===== src/rtl/image_stream_reader_pkg.sv =====
// rtl/image_stream_reader_pkg.sv - shared types and sizing for the image stream reader
package image_stream_reader_pkg;

  typedef enum logic [1:0] {
    IDLE,
    ISSUE,
    DRAIN
  } state_t;

  localparam int MAX_PAD = 3;

  // Padded side must hold max_img + 2*MAX_PAD; also used by the sliding-window configuration.
  function automatic int out_size_width(input int max_img);
    return $clog2(max_img + 2 * MAX_PAD + 1);
  endfunction

  localparam int OUT_SIZE_WIDTH_DEFAULT = out_size_width(28);

endpackage


===== src/rtl/image_stream_reader_addr_gen.sv =====
// rtl/image_stream_reader_addr_gen.sv - raster position counters and running RAM address
module stream_addr_gen
  import image_stream_reader_pkg::*;
#(
  parameter int ADDR_WIDTH     = 10,
  parameter int IMG_SIZE_WIDTH = 5,
  parameter int PAD_WIDTH      = 2,
  parameter int OUT_SIZE_WIDTH = OUT_SIZE_WIDTH_DEFAULT
) (
  input  logic                      clk,
  input  logic                      rst_n,
  input  logic                      load,
  input  logic                      advance,
  input  logic [ADDR_WIDTH-1:0]     base_addr,
  input  logic [IMG_SIZE_WIDTH-1:0] img_size,
  input  logic [PAD_WIDTH-1:0]      pad,
  input  logic [OUT_SIZE_WIDTH-1:0] out_size,
  output logic                      interior,
  output logic                      last_pos,
  output logic [ADDR_WIDTH-1:0]     addr
);

  logic [OUT_SIZE_WIDTH-1:0] row_cnt;
  logic [OUT_SIZE_WIDTH-1:0] col_cnt;
  logic [OUT_SIZE_WIDTH-1:0] lo;
  logic [OUT_SIZE_WIDTH-1:0] hi;
  logic [OUT_SIZE_WIDTH-1:0] max_idx;

  assign lo       = OUT_SIZE_WIDTH'(pad);
  assign hi       = lo + OUT_SIZE_WIDTH'(img_size);
  assign max_idx  = out_size - OUT_SIZE_WIDTH'(1);
  assign interior = (row_cnt >= lo) && (row_cnt < hi) && (col_cnt >= lo) && (col_cnt < hi);
  assign last_pos = (row_cnt == max_idx) && (col_cnt == max_idx);

  // Interior reads arrive in raster order, so the image address is just a running count.
  always_ff @(posedge clk or negedge rst_n) begin
    if (!rst_n) begin
      row_cnt <= '0;
      col_cnt <= '0;
      addr    <= '0;
    end else if (load) begin
      row_cnt <= '0;
      col_cnt <= '0;
      addr    <= base_addr;
    end else if (advance) begin
      if (col_cnt == max_idx) begin
        col_cnt <= '0;
        row_cnt <= row_cnt + OUT_SIZE_WIDTH'(1);
      end else begin
        col_cnt <= col_cnt + OUT_SIZE_WIDTH'(1);
      end
      if (interior) begin
        addr <= addr + ADDR_WIDTH'(1);
      end
    end
  end

endmodule


===== src/rtl/image_stream_reader.sv =====
// rtl/image_stream_reader.sv - reads a square image from RAM and streams it with optional zero border
module image_stream_reader
  import image_stream_reader_pkg::*;
#(
  parameter int DATA_WIDTH     = 8,
  parameter int MAX_IMG_WIDTH  = 28,
  parameter int IMG_SIZE_WIDTH = 5,
  parameter int PAD_WIDTH      = 2,
  parameter int ADDR_WIDTH     = 10,
  parameter int OUT_SIZE_WIDTH = 6
) (
  input  logic                      clk,
  input  logic                      rst_n,
  input  logic                      start_in,
  input  logic [IMG_SIZE_WIDTH-1:0] img_size_in,
  input  logic [PAD_WIDTH-1:0]      pad_in,
  input  logic [ADDR_WIDTH-1:0]     base_addr_in,
  input  logic                      stall_in,
  output logic                      mem_rd_en_out,
  output logic [ADDR_WIDTH-1:0]     mem_rd_addr_out,
  input  logic [DATA_WIDTH-1:0]     mem_rd_data_in,
  output logic [DATA_WIDTH-1:0]     pixel_out,
  output logic                      pixel_valid_out,
  output logic [OUT_SIZE_WIDTH-1:0] out_size_out,
  output logic                      busy_out,
  output logic                      done_out
);

  state_t                    state;
  logic [IMG_SIZE_WIDTH-1:0] img_q;
  logic [PAD_WIDTH-1:0]      pad_q;
  logic                      start_ok;
  logic                      issue;
  logic                      interior;
  logic                      last_pos;
  logic                      s1_valid;
  logic                      s1_pad;

  assign start_ok      = (state == IDLE) && start_in;
  assign issue         = (state == ISSUE) && !stall_in;
  assign mem_rd_en_out = issue && interior;

  stream_addr_gen #(
    .ADDR_WIDTH    (ADDR_WIDTH),
    .IMG_SIZE_WIDTH(IMG_SIZE_WIDTH),
    .PAD_WIDTH     (PAD_WIDTH),
    .OUT_SIZE_WIDTH(OUT_SIZE_WIDTH)
  ) u_addr_gen (
    .clk      (clk),
    .rst_n    (rst_n),
    .load     (start_ok),
    .advance  (issue),
    .base_addr(base_addr_in),
    .img_size (img_q),
    .pad      (pad_q),
    .out_size (out_size_out),
    .interior (interior),
    .last_pos (last_pos),
    .addr     (mem_rd_addr_out)
  );

  always_ff @(posedge clk or negedge rst_n) begin
    if (!rst_n) begin
      state        <= IDLE;
      img_q        <= '0;
      pad_q        <= '0;
      out_size_out <= '0;
      busy_out     <= 1'b0;
      done_out     <= 1'b0;
    end else begin
      done_out <= 1'b0;
      case (state)
        IDLE: begin
          if (start_in) begin
            img_q        <= img_size_in;
            pad_q        <= pad_in;
            out_size_out <= OUT_SIZE_WIDTH'(img_size_in) + (OUT_SIZE_WIDTH'(pad_in) << 1);
            if (img_size_in == '0) begin
              done_out <= 1'b1;
            end else begin
              state    <= ISSUE;
              busy_out <= 1'b1;
            end
          end
        end
        ISSUE: begin
          if (issue && last_pos) begin
            state <= DRAIN;
          end
        end
        DRAIN: begin
          // Nothing issues here, so the pipe empties two cycles after the last issue.
          if (done_out) begin
            state    <= IDLE;
            busy_out <= 1'b0;
          end else if (s1_valid) begin
            done_out <= 1'b1;
          end
        end
        default: state <= IDLE;
      endcase
    end
  end

  always_ff @(posedge clk or negedge rst_n) begin
    if (!rst_n) begin
      s1_valid        <= 1'b0;
      s1_pad          <= 1'b0;
      pixel_valid_out <= 1'b0;
      pixel_out       <= '0;
    end else begin
      s1_valid        <= issue;
      s1_pad          <= !interior;
      pixel_valid_out <= s1_valid;
      pixel_out       <= (s1_valid && !s1_pad) ? mem_rd_data_in : '0;
    end
  end

endmodule


===== config.mk =====
export PLATFORM = sky130hd
export DESIGN_NAME = image_stream_reader
export DESIGN_NICKNAME = d
export VERILOG_FILES = /design/src/rtl/image_stream_reader_pkg.sv /design/src/rtl/image_stream_reader_addr_gen.sv /design/src/rtl/image_stream_reader.sv
export SDC_FILE = /design/constraint.sdc
export NUM_CORES = 1
export LEC_CHECK = 0
export ABC_AREA = 1
export ABC_CLOCK_PERIOD_IN_PS = 3500
export BUFFER_PORTS_ARGS = -buffer_cell sky130_fd_sc_hd__buf_4
export CAP_MARGIN = 10
export CELL_PAD_IN_SITES_DETAIL_PLACEMENT = 0
export CELL_PAD_IN_SITES_GLOBAL_PLACEMENT = 1
export CORE_UTILIZATION = 44
export DETAILED_ROUTE_END_ITERATION = 10
export PLACE_DENSITY_LB_ADDON = 0.1
export SLEW_MARGIN = 20
export SYNTH_ARGS = -nofsm -noshare
export SYNTH_HDL_FRONTEND = slang
export SYNTH_SLANG_ARGS = --single-unit

===== constraint.sdc =====
create_clock -name clk -period 3.5 [get_ports clk]
set_input_delay 0.35 -clock clk [delete_from_list [all_inputs] [get_ports clk]]
set_output_delay 0.35 -clock clk [all_outputs]
set_load 0.01 [all_outputs]

==> results.ini <==
[outcome]
status=completed

[worst_setup_path]
path_buf_inv=3
critPathMaxFanout=7
critPathMaxStageDelay_ns=0.52
rr_endpoint=u_addr_gen.addr[8]
crit_path_top_delay_cell=dfrtp_1
rrSetupSlack_ns=0.73
r2r-start=out_size_out[0]
path_cells=ha_1 > inv_1 > fa_1 > xor2_1 > ha_1 > a21oi_1 > nand3_1 > nand3_1 > nand4_1 > inv_1 > buf_4
crit_family=adder cells
cp-start-kind=register
worst-setup-path-type=register to primary output
critPathRequiredTime_ns=3.15
crit_arrival_ns=2.81
rr_worst_depth=12
cp-end-kind=primary output

[routing]
wl_per_cell_um=13.1
viasPerCell=5.01
num_vias=2910
drtAntennaViolNets=0
drtIter0Drc=135
drc=0
firstDrtPassIters=4
finalWirelength_um=7610

[clock_tree]
cts.sinks=49
cts_resized=0
htreeDepth=2
clk_path_buf_depth=2
cts_tree=yes
cts_root_buf=clkbuf_8
hold_buffers=0
cts_setup_buffers=0
cts_buffers=5
clock_latency_ns=0.31
clk_pin_slew_ns=0.10

[global_route]
grt_pass1_vias=2597
grt_max_degree=50
track_usage_pct=21.1
grt_overflow=0
grt_pass1_wl_um=12500
grt_antenna_before_repair=0

[pwr]
powerDensity_nw_per_um2=814
power_mw=3.09
p_leak_nw=2.07
irDropWorstVdd_uv=403

[synth]
syn_inst=431
yosysUniqueCellTypes=32
seq_area_frac_synth_pct=38.3
syn_area_sq_um=3200
synth_seq_cells=49
synth_nets=480
yosysWarnings=0
postSynthAreaPerCell_sq_um=7.43

[placed_design]
portBuffers=56
gp_congestion=0.864
dp_hpwl_um=5750
place_area_sq_um=3700

[floorplan]
start_util_pct=46.4
coreArea_sq_um=6910
die_y_um=87.3
pin_count=57
die-area_sq_um=7630
die_w_um=87.3
rows=30

[cells_and_area]
final_nets=533
final_cell_mix=nand2_1, buf_4, nand3_1
drive_gt1_share_pct=18.1
fin_util_pct=55.0
antennaDiodeCount=0
final_common_cell=nand2_1
stdcell_area_sq_um=3800
area_growth_pct=18.6

[sta]
fin_setup_tns_ns=0
rsz0062_at_grt=no
hold_violations=0
fin_crit_sh_pct=90.4
skew_ns=0.0132
setup_viol=0
slew_headroom_pct=53.6
worstMarginPinSlew_ns=0.694
min_period_ns=3.16
fmax_ghz=0.316
drv_slew=0

[hold_path]
hp-class=input port to asynchronous set/reset pin

[run]
maxCapViolations=0

## state kept, by name, indices dropped and copies added, names as in the netlist
| signal | cells |
|---|---|
| u_addr_gen.addr | 10 |
| state | 2 |
| pixel_valid_out | 1 |
| done_out | 1 |
| u_addr_gen.row_cnt | 6 |
| out_size_out | 6 |
| pad_q | 2 |
| pixel_out | 8 |
| s1_valid | 1 |
| img_q | 4 |
| busy_out | 1 |
| u_addr_gen.col_cnt | 6 |
| s1_pad | 1 |
## logic make-up after synthesis
kind of cell | count (synthesis) | synth area share, %
buffers and inverters | 69 | 8.51
adder cells (fa/ha/maj) | 20 | 8.28
AO/OA/AOI/OAI | 27 | 4.69
flip-flops | 49 | 38.3
XOR/XNOR | 19 | 5.19
AND/OR/NAND/NOR | 247 | 35.1
## synth_stat cells
library cell	count	area, sq um
o21ai_2	1	8.76
nand4_1	12	75.1
nor2_1	29	109
and3b_1	1	8.76
buf_4	3	22.5
or2_2	3	18.8
nor2_4	2	22.5
nand2_2	4	25.0
a21oi_1	3	15.0
inv_2	3	11.3
fa_1	2	40.0
o31ai_1	1	7.51
xor2_1	14	123
xnor2_1	5	43.8
o21ai_0	17	85.1
nor2_2	2	12.5
nand3b_1	1	7.51
nand2_1	125	469
o221ai_1	1	8.76
ha_1	18	225
nand2_4	2	22.5
buf_2	2	10.0
nand3_1	55	275
nand3_2	3	30.0
o22ai_1	4	25.0
dfrtp_1	49	1230
nor4_1	1	6.26
nor3_2	1	10.0
inv_1	53	199
and2_1	1	6.26
clkbuf_1	8	30.0
nor3_1	5	25.0
## report_power, final
| group | switching, mW | leakage (nW) | total [mW] | internal (mW) |
|---|---|---|---|---|
| clock | 0.211 | 0.0423 | 0.356 | 0.146 |
| sequential | 0.240 | 0.634 | 0.993 | 0.753 |
| combinational | 1.06 | 1.39 | 1.74 | 0.684 |
| total | 1.51 | 2.07 | 3.09 | 1.58 |
## worst max-delay path by stage
stage | startpoint | endpoint | slack (ns) | cells after the start
after CTS | out_size_out[0] | mem_rd_en_out | 0.33 | 11
after global routing | out_size_out[0] | mem_rd_en_out | 0.13 | 11
after floorplan | out_size_out[0] | mem_rd_en_out | 0.95 | 11
after detailed placement | out_size_out[0] | mem_rd_en_out | 0.70 | 11
after global placement | out_size_out[0] | mem_rd_en_out | 0.77 | 11
final | out_size_out[0] | mem_rd_en_out | 0.34 | 11
## stage by stage
stage / instances / setup WS (ns) / hold slack, ns
final: 581 / 0.335 / 0.0490
after detailed placement: 573 / 0.703 / 0.368
after floorplan: 431 / 0.951 / 0.0544
after global placement: 573 / 0.767 / 0.364
after CTS: 581 / 0.335 / 0.0701
after global routing: 581 / 0.133 / 0.102
## layout make-up
type                       instances  area, sq um
clock buffer                       5         68.8
clock inverter                     3         26.3
fill                             712         3110
inverter                          56          210
multi-input combinational        313         1710
sequential                        49         1230
tap                               96          120
timing repair buffer              59          443
## metal layers
metal,global-route usage [%],share of wire [%],vias to the layer above
li1,-,-,1479
met1,30.1,50,1361
met2,33.2,45,61
met3,3.60,4.0,9
met4,5.37,1.0,0
met5,0,0,-
## worst register-to-register path, cell delays in order, from the launching register on
cell     delay (ns)
dfrtp_1        0.52
ha_1           0.25
inv_1          0.06
fa_1           0.42
xor2_1         0.23
ha_1           0.27
a21oi_1        0.15
nand3_1        0.08
nand3_1        0.11
nand4_1        0.18
buf_4          0.24
nand3_1        0.07
nand2_1        0.07
Power figures use the tool's default switching activity.
